**config.mk**
```make
export PLATFORM = sky130hd
export DESIGN_NAME = arrow_judge
export DESIGN_NICKNAME = d
export VERILOG_FILES = /design/src/rtl/arrow_judge_pkg.sv /design/src/rtl/arrow_judge_btn_edge_detect.sv /design/src/rtl/arrow_judge.sv
export SDC_FILE = /design/constraint.sdc
export NUM_CORES = 1
export LEC_CHECK = 0
export CAP_MARGIN = 10
export CORE_MARGIN = 3
export CORE_UTILIZATION = 40
export DETAILED_ROUTE_END_ITERATION = 8
export SYNTH_ARGS = -nofsm -noshare
export SYNTH_HDL_FRONTEND = slang
export SYNTH_SLANG_ARGS = --single-unit
```
**constraint.sdc**
```tcl
create_clock -name clk -period 2.8 [get_ports clk]
set_clock_uncertainty 0.15 [all_clocks]
set_input_delay 0.42 -clock clk [delete_from_list [all_inputs] [get_ports clk]]
set_output_delay 0.42 -clock clk [all_outputs]
set_load 0.02 [all_outputs]
```
**src/rtl/arrow_judge_pkg.sv**
```systemverilog
// Shared DDR definitions for the arrow judge: lane count, grade and state
// encodings, and default point values.
package arrow_judge_pkg;

  localparam int NUM_ARROWS      = 4;
  localparam int DEF_PERFECT_PTS = 3;
  localparam int DEF_GOOD_PTS    = 1;

  typedef enum logic [1:0] {
    GRADE_NONE    = 2'd0,
    GRADE_PERFECT = 2'd1,
    GRADE_GOOD    = 2'd2,
    GRADE_MISS    = 2'd3
  } grade_t;

  typedef enum logic [1:0] {
    ST_IDLE   = 2'd0,
    ST_WINDOW = 2'd1,
    ST_LOCKED = 2'd2
  } state_t;

endpackage

```
**src/rtl/arrow_judge_btn_edge_detect.sv**
```systemverilog
// Two-flop button history with a rising-edge output, one bit per arrow lane.
module arrow_judge_btn_edge_detect #(
  parameter int WIDTH = 4
) (
  input  logic             clk,
  input  logic             rst,
  input  logic [WIDTH-1:0] btn,
  output logic [WIDTH-1:0] btn_rise
);

  logic [WIDTH-1:0] btn_q;
  logic [WIDTH-1:0] btn_qq;

  always_ff @(posedge clk) begin
    if (rst) begin
      btn_q  <= '0;
      btn_qq <= '0;
    end else begin
      btn_q  <= btn;
      btn_qq <= btn_q;
    end
  end

  assign btn_rise = btn_q & ~btn_qq;

endmodule

```
**src/rtl/arrow_judge.sv**
```systemverilog
// Grades each beat's arrow PERFECT/GOOD/MISS from player button edges and
// keeps score and combo. Define ARROW_JUDGE_MAX_COMBO_EN to add max_combo.
module arrow_judge
  import arrow_judge_pkg::*;
#(
  parameter int NUM_ARROWS  = arrow_judge_pkg::NUM_ARROWS,
  parameter int PERFECT_CYC = 4,
  parameter int WINDOW_CYC  = 16,
  parameter int PERFECT_PTS = DEF_PERFECT_PTS,
  parameter int GOOD_PTS    = DEF_GOOD_PTS,
  parameter int SCORE_W     = 16,
  parameter int COMBO_W     = 8
) (
  input  logic                  clk,
  input  logic                  rst,
  input  logic                  beat_tick,
  input  logic [3:0]            arrow_in,
  input  logic [NUM_ARROWS-1:0] btn,
  output logic                  hit_pulse,
  output logic                  miss_pulse,
  output logic [1:0]            grade,
  output logic [SCORE_W-1:0]    score,
  output logic [COMBO_W-1:0]    combo,
  output logic                  active
`ifdef ARROW_JUDGE_MAX_COMBO_EN
  ,
  output logic [COMBO_W-1:0]    max_combo
`endif
);

  localparam int CNT_W = (WINDOW_CYC > 1) ? $clog2(WINDOW_CYC) : 1;

  state_t                state;
  logic [3:0]            tgt;
  logic [CNT_W-1:0]      win_cnt;
  logic [NUM_ARROWS-1:0] btn_rise;
  logic [NUM_ARROWS-1:0] tgt_mask;
  logic                  early;
  logic                  timeout;
  logic                  arrow_valid;
  logic [SCORE_W:0]      pts;
  logic [SCORE_W:0]      score_sum;
  logic [SCORE_W-1:0]    score_next;
  logic [COMBO_W-1:0]    combo_next;

  arrow_judge_btn_edge_detect #(
    .WIDTH(NUM_ARROWS)
  ) u_btn_edge_detect (
    .clk     (clk),
    .rst     (rst),
    .btn     (btn),
    .btn_rise(btn_rise)
  );

  // Saturating score/combo candidates for a hit in the current cycle.
  always_comb begin
    tgt_mask    = NUM_ARROWS'(1) << tgt;
    early       = int'(win_cnt) < PERFECT_CYC;
    timeout     = (win_cnt == CNT_W'(WINDOW_CYC - 1));
    arrow_valid = int'(arrow_in) < NUM_ARROWS;
    pts         = early ? (SCORE_W + 1)'(PERFECT_PTS) : (SCORE_W + 1)'(GOOD_PTS);
    score_sum   = {1'b0, score} + pts;
    score_next  = score_sum[SCORE_W] ? '1 : score_sum[SCORE_W-1:0];
    combo_next  = (&combo) ? combo : combo + COMBO_W'(1);
  end

  assign active = (state == ST_WINDOW);

  // The outgoing arrow is judged before a new beat's latch, so one cycle can
  // carry both the old arrow's pulse and the new arrow's capture.
  always_ff @(posedge clk) begin
    if (rst) begin
      state      <= ST_IDLE;
      tgt        <= '0;
      win_cnt    <= '0;
      hit_pulse  <= 1'b0;
      miss_pulse <= 1'b0;
      grade      <= GRADE_NONE;
      score      <= '0;
      combo      <= '0;
`ifdef ARROW_JUDGE_MAX_COMBO_EN
      max_combo  <= '0;
`endif
    end else begin
      hit_pulse  <= 1'b0;
      miss_pulse <= 1'b0;
      if (state == ST_WINDOW) begin
        if (btn_rise == tgt_mask) begin
          hit_pulse <= 1'b1;
          grade     <= early ? GRADE_PERFECT : GRADE_GOOD;
          score     <= score_next;
          combo     <= combo_next;
`ifdef ARROW_JUDGE_MAX_COMBO_EN
          if (combo_next > max_combo) max_combo <= combo_next;
`endif
          state     <= ST_LOCKED;
        end else if ((btn_rise != '0) || beat_tick || timeout) begin
          miss_pulse <= 1'b1;
          grade      <= GRADE_MISS;
          combo      <= '0;
          state      <= ST_LOCKED;
        end else begin
          win_cnt <= win_cnt + CNT_W'(1);
        end
      end
      if (beat_tick) begin
        if (arrow_valid) begin
          tgt     <= arrow_in;
          win_cnt <= '0;
          state   <= ST_WINDOW;
        end else begin
          state <= ST_IDLE;
        end
      end
    end
  end

endmodule
```
==> results of run 1 <==
layout make-up:
cell class                      instances  share of cell area, %
Multi-Input combinational cell        176                   42.7
Sequential cell                        46                   33.9
Timing Repair Buffer                   47                   16.6
Tap cell                               70                   3.22
Clock buffer                            7                   2.81
Inverter                                6                  0.828
synth_stat cells, types with 5 or more instances:
cell type,n
a21oi_1,18
nor3_1,7
xnor2_1,8
o21ai_0,6
mux2i_1,5
nand2_1,13
nor2_1,23
dfxtp_1,46
xor2_1,5
clkbuf_1,6
nor2b_1,13
nand3_1,6
inv_1,6
nand4_1,8
o21ai_1,6
or3_1,6
repair_timing:
item	in CTS	in global routing
setup endpoints to repair	0	1
gates resized for setup	0	1
endpoints found under the hold margin	0	0
critical path: stages, from the launching register on:
cell and delay (ps):
dfxtp_1 350, nor4_1 420, xor2_1 200, or4_4 670, nor3_2 170, buf_4 210
a41oi_1 130, a311oi_1 240
metal layers:
layer / GRT usage, % / wire length [um]
met1: 22.5 / 2310
met4: 5.84 / 63
met3: 4.08 / 179
met2: 24.0 / 2080
met5: 0 / 0
state kept, by name, indices dropped and copies added, names as in the netlist:
name and count:
score 16, combo 8, tgt 4, u_btn_edge_detect.btn_q 4, u_btn_edge_detect.btn_qq 4, win_cnt 4, grade 2, state 2
hit_pulse 1, miss_pulse 1
report_power, final:
part,leakage (nW),internal [W],total (W),switching (W)
clock network,0.0383,0.000172,0.000377,0.000205
registers,0.373,0.000663,0.000667,0.00000460
logic,0.509,0.0000453,0.0000989,0.0000536
cells by family (layout without fill, tap and decap cells):
logic type	count (synthesis)	in the layout	share of synthesized area [%]
XOR/XNOR	13	13	5.31
flip-flops	46	46	42.9
AND/OR/NAND/NOR	105	105	29.3
buffers and inverters	15	60	3.21
AO/OA/AOI/OAI	48	48	13.7
adder cells (fa/ha/maj)	4	4	2.68
multiplexers	6	6	2.86
worst paths after layout:
check	endpoint	slack [ps]	depth (start not counted)
min reg2reg	u_btn_edge_detect.btn_qq[3]	310	1
min	u_btn_edge_detect.btn_qq[3]	310	1
max reg2reg	score[6]	190	7
max	score[6]	190	7
through the flow:
stage	area (um2)	hold WS [ps]	std cells
6_report	2720	309	352
5_1_grt	2720	327	352
4_1_cts	2710	314	352
3_5_place_dp	2640	298	345
3_3_place_gp	2640	291	345
2_1_floorplan	2140	280	237
==> results.ini, run 1 <==
[setup_path]
cp-startpoint=tgt[0]
cp.arrival_ps=2670
worstPathMaxFanout=12
r2r-start=tgt[0]
cp-start-kind=flip-flop
crit_path_end_kind=flip-flop
required_ps=2860
worstSetupPathType=flip-flop to flip-flop

[global_routing]
antenna_found_initial=0
grt_pass1_vias=1707
overflow=0
track_usage_pct=16.1
grt_max_degree=15
grt_pass1_wl_mm=8.06

[power_and_ir_drop]
leakage_nw=0.920
p_per_area_nw_per_um2=420
vdd_drop_max_mv=0.336
power.total_w=0.00114

[detailed_routing]
drc=0
vias=1840
wl_per_cell_um=13.2
first_pass_iters=4
wl_mm=4.64
ant_nets=0
drt_iter0_markers=74
via_per_inst=5.23

[die]
dieArea_um2=6280
initial_core_util_pct=41.7
die_x_um=79.2
fp.coreArea_um2=5140
die_h_um=79.2
row_count=26
ios=40

[final_layout]
multi_input_comb_area_um2=1160
drive_gt1_share_pct=8.87
areaGrowthSynthToFinish_pct=26.8
seq_area_um2=921
num-nets-final=297
post-route-util_pct=52.9
layout_common_cells=46 x dfxtp_1, 39 x clkdlybuf4s50_1, 23 x nor2_1, 18 x a21oi_1
antennaDiodeCount=0
fillCellCount=528
final_common_cell=dfxtp_1

[logic_synthesis]
synth.avg_cell_area_um2=9.05
yosys.area.top_type=dfxtp_1
synth_cell_types=48
synth_edf_count=0
yosysTopAreaCellShare_pct=42.9
async_flop_share_pct=0
yosysSeqAreaShare_pct=42.9
syn_inst=237
synth_warnings=0
synth_nets=252
netlist_area_um2=2140
synth_area_leaders=dfxtp_1 43%, a21oi_1 4.2%, nor2_1 4.0%
ys_seq_elements=46
synthFlopType=dfxtp_1

[job]
maxCapViolCount=0

[cts]
clk_pin_slew_ps=80
cts_root_buffer=clkbuf_8
cts_hold_buf=0
cts_tree=yes
worstSkewPairLatency_ps=300
cts_buffers=5
postCtsSetupBuffers=0
h-tree-depth=2
cts.path.max_buffers=2
clkSinkCount=46

[sta]
fin_crit_sh_pct=93.3
fin_crit_ps=2610
worst_pin_slew_ps=715
finalMaxSlewViolations=0
fmax_mhz=383
finalSetupTns_ps=0
finalWorstSetupSlack_ps=189
hold_viol_final=0
relSlewSlack_pct=51.0
rsz0062_at_grt=no
setup_viol=0

[placement]
routabilityCongestion=0.827
pre_cts_slack_ps=141
port-buffer-count=39
dp_hpwl_mm=3.51

[worst_hold_path]
min_from=u_btn_edge_detect.btn_q[3]
hold_path.class=flip-flop to flip-flop

[run_status]
status=finished, final reports clean

Power figures use the tool's default switching activity.
==> run 2, diff against run 1 <==
--- a/config.mk
+++ b/config.mk
@@ -8,6 +8,7 @@
 export CAP_MARGIN = 10
 export CORE_MARGIN = 3
 export CORE_UTILIZATION = 40
+export CTS_BUF_LIST = sky130_fd_sc_hd__clkbuf_8
 export DETAILED_ROUTE_END_ITERATION = 8
 export SYNTH_ARGS = -nofsm -noshare
 export SYNTH_HDL_FRONTEND = slang
==> results.ini, run 2 (synthesis results as in run 1) <==
[sta]
hold_viol_final=0  ; unchanged
relSlewSlack_pct=51.0  ; unchanged
fmax_mhz=383  ; about the same
worst_pin_slew_ps=715  ; unchanged
finalSetupTns_ps=0  ; unchanged
setup_viol=0  ; unchanged
fin_crit_sh_pct=93.2  ; was 93.3%
finalMaxSlewViolations=0  ; unchanged
rsz0062_at_grt=no  ; unchanged
fin_crit_ps=2610  ; about the same
finalWorstSetupSlack_ps=190  ; was 189 ps

[setup_path]
worstPathMaxFanout=12  ; unchanged
required_ps=2860  ; about the same
cp-start-kind=flip-flop  ; unchanged
worstSetupPathType=flip-flop to flip-flop  ; unchanged
crit_path_end_kind=flip-flop  ; unchanged
cp.arrival_ps=2670  ; about the same

[final_layout]
reg.largest.list=score: 16 flops, combo: 8 flops  ; unchanged
layout_common_cells=46 x dfxtp_1, 39 x clkdlybuf4s50_1, 23 x nor2_1, 18 x a21oi_1  ; unchanged
antennaDiodeCount=0  ; unchanged
largest_register_ffs=16  ; unchanged
final_common_cell=dfxtp_1  ; unchanged
num-nets-final=297  ; unchanged
drive_gt1_share_pct=8.87  ; unchanged
multi_input_comb_area_um2=1160  ; unchanged
regMostFlops=score  ; unchanged
seq_area_um2=921  ; unchanged
fillCellCount=528  ; unchanged
design_area_um2=2720  ; unchanged
areaGrowthSynthToFinish_pct=26.8  ; unchanged

[cts]
cts.path.max_buffers=2  ; unchanged
h-tree-depth=2  ; unchanged
postCtsSetupBuffers=0  ; unchanged
cts_root_buffer=clkbuf_8  ; unchanged
clk_pin_slew_ps=80  ; about the same
cts_buffers=5  ; unchanged
clkSinkCount=46  ; unchanged
cts_tree=yes  ; unchanged
worstSkewPairLatency_ps=300  ; about the same

[power_and_ir_drop]
leakage_nw=0.928  ; was 0.920 nW
vdd_drop_max_mv=0.336  ; about the same
p_per_area_nw_per_um2=418  ; was 420 nW/um2

[worst_hold_path]
hold_path.class=flip-flop to flip-flop  ; unchanged

[die]
fp.coreArea_um2=5140  ; unchanged
dieArea_um2=6280  ; unchanged
initial_core_util_pct=41.7  ; unchanged
row_count=26  ; unchanged
ios=40  ; unchanged
die_x_um=79.2  ; unchanged
die_h_um=79.2  ; unchanged

[detailed_routing]
ant_nets=0  ; unchanged
wl_per_cell_um=13.2  ; about the same
wl_mm=4.64  ; about the same
vias=1840  ; unchanged
via_per_inst=5.23  ; unchanged
first_pass_iters=4  ; unchanged
drt_iter0_markers=79  ; was 74
drc=0  ; unchanged

[placement]
dp_hpwl_mm=3.51  ; unchanged
pre_cts_slack_ps=141  ; unchanged
place_area_um2=2640  ; unchanged
port-buffer-count=39  ; unchanged
routabilityCongestion=0.827  ; unchanged

[global_routing]
overflow=0  ; unchanged
track_usage_pct=16.1  ; unchanged
antenna_found_initial=0  ; unchanged
grt_pass1_wl_mm=8.06  ; unchanged
grt_max_degree=15  ; unchanged
grt_pass1_vias=1707  ; unchanged

[run_status]
status=finished, final reports clean  ; unchanged

[job]
maxCapViolCount=0  ; unchanged

==> run 2: cell count changes in the layout (fill, tap and decap cells not counted) <==
| cell | before | now |
|---|---|---|
| clkbuf_1 | 2 | 0 |
| inv_1 | 6 | 8 |
==> run 2: routing by layer <==
| metal | part of all wire (%) | GRT usage, % | up-vias |
|---|---|---|---|
| li1 | - | - | 950 |
| met1 | 50 | 22.5 | 852 |
| met3 | 3.9 | 4.08 | 7 |
| met2 | 45 | 24.0 | 31 |
| met5 | 0 | 0 | - |
| met4 | 1.4 | 5.84 | 0 |
==> run 2: worst paths after layout <==
kind                         startpoint                     endpoint  slack (ps)  cells after the start
max                              tgt[0]                     score[6]         190                      7
max reg2reg                      tgt[0]                     score[6]         190                      7
min          u_btn_edge_detect.btn_q[3]  u_btn_edge_detect.btn_qq[3]         310                      1
min reg2reg  u_btn_edge_detect.btn_q[3]  u_btn_edge_detect.btn_qq[3]         310                      1
==> run 2: repair_timing <==
action,4_1_cts,5_1_grt
resized for setup,0,1
endpoints found under the setup margin,0,1
hold buffers,0,0
hold endpoints to repair,0,0
==> run 2: where the power goes <==
| group | internal (W) | switching [W] |
|---|---|---|
| Sequential | 0.000663 | 0.00000460 |
| Combinational | 0.0000453 | 0.0000536 |
| Clock | 0.000165 | 0.000205 |
| Total | 0.000873 | 0.000264 |
==> run 2: worst max-delay path, stage by stage (launching register included) <==
cell and delay, ps:
dfxtp_1 350, nor4_1 420, xor2_1 200, or4_4 670, nor3_2 170, buf_4 210
a41oi_1 130, a311oi_1 240
==> run 2: final cells by class <==
| cell class | instances | area share, % |
|---|---|---|
| sequential | 46 | 33.9 |
| multi-input combinational | 176 | 42.7 |
| tap | 70 | 3.22 |
| inverter | 6 | 0.828 |
| clock inverter | 2 | 0.276 |
| timing repair buffer | 47 | 16.6 |
| clock buffer | 5 | 2.53 |
==> run 2: stage by stage <==
step,total power [W],hold WS [ps],std cells,utilization (%)
3_3_place_gp,0.000782,291,345,51.3
2_1_floorplan,0.000746,280,237,-
3_5_place_dp,0.000784,298,345,51.3
4_1_cts,0.00116,314,352,52.8
5_1_grt,0.00119,327,352,52.9
6_report,0.00114,309,352,52.9
==> run 3, diff against run 2 <==
--- a/config.mk
+++ b/config.mk
@@ -10,6 +10,7 @@
 export CORE_UTILIZATION = 40
 export CTS_BUF_LIST = sky130_fd_sc_hd__clkbuf_8
 export DETAILED_ROUTE_END_ITERATION = 8
+export SLEW_MARGIN = 20
 export SYNTH_ARGS = -nofsm -noshare
 export SYNTH_HDL_FRONTEND = slang
 export SYNTH_SLANG_ARGS = --single-unit
==> results of run 3 <==
Final layout, timing and power as in run 2 (identical DEF).
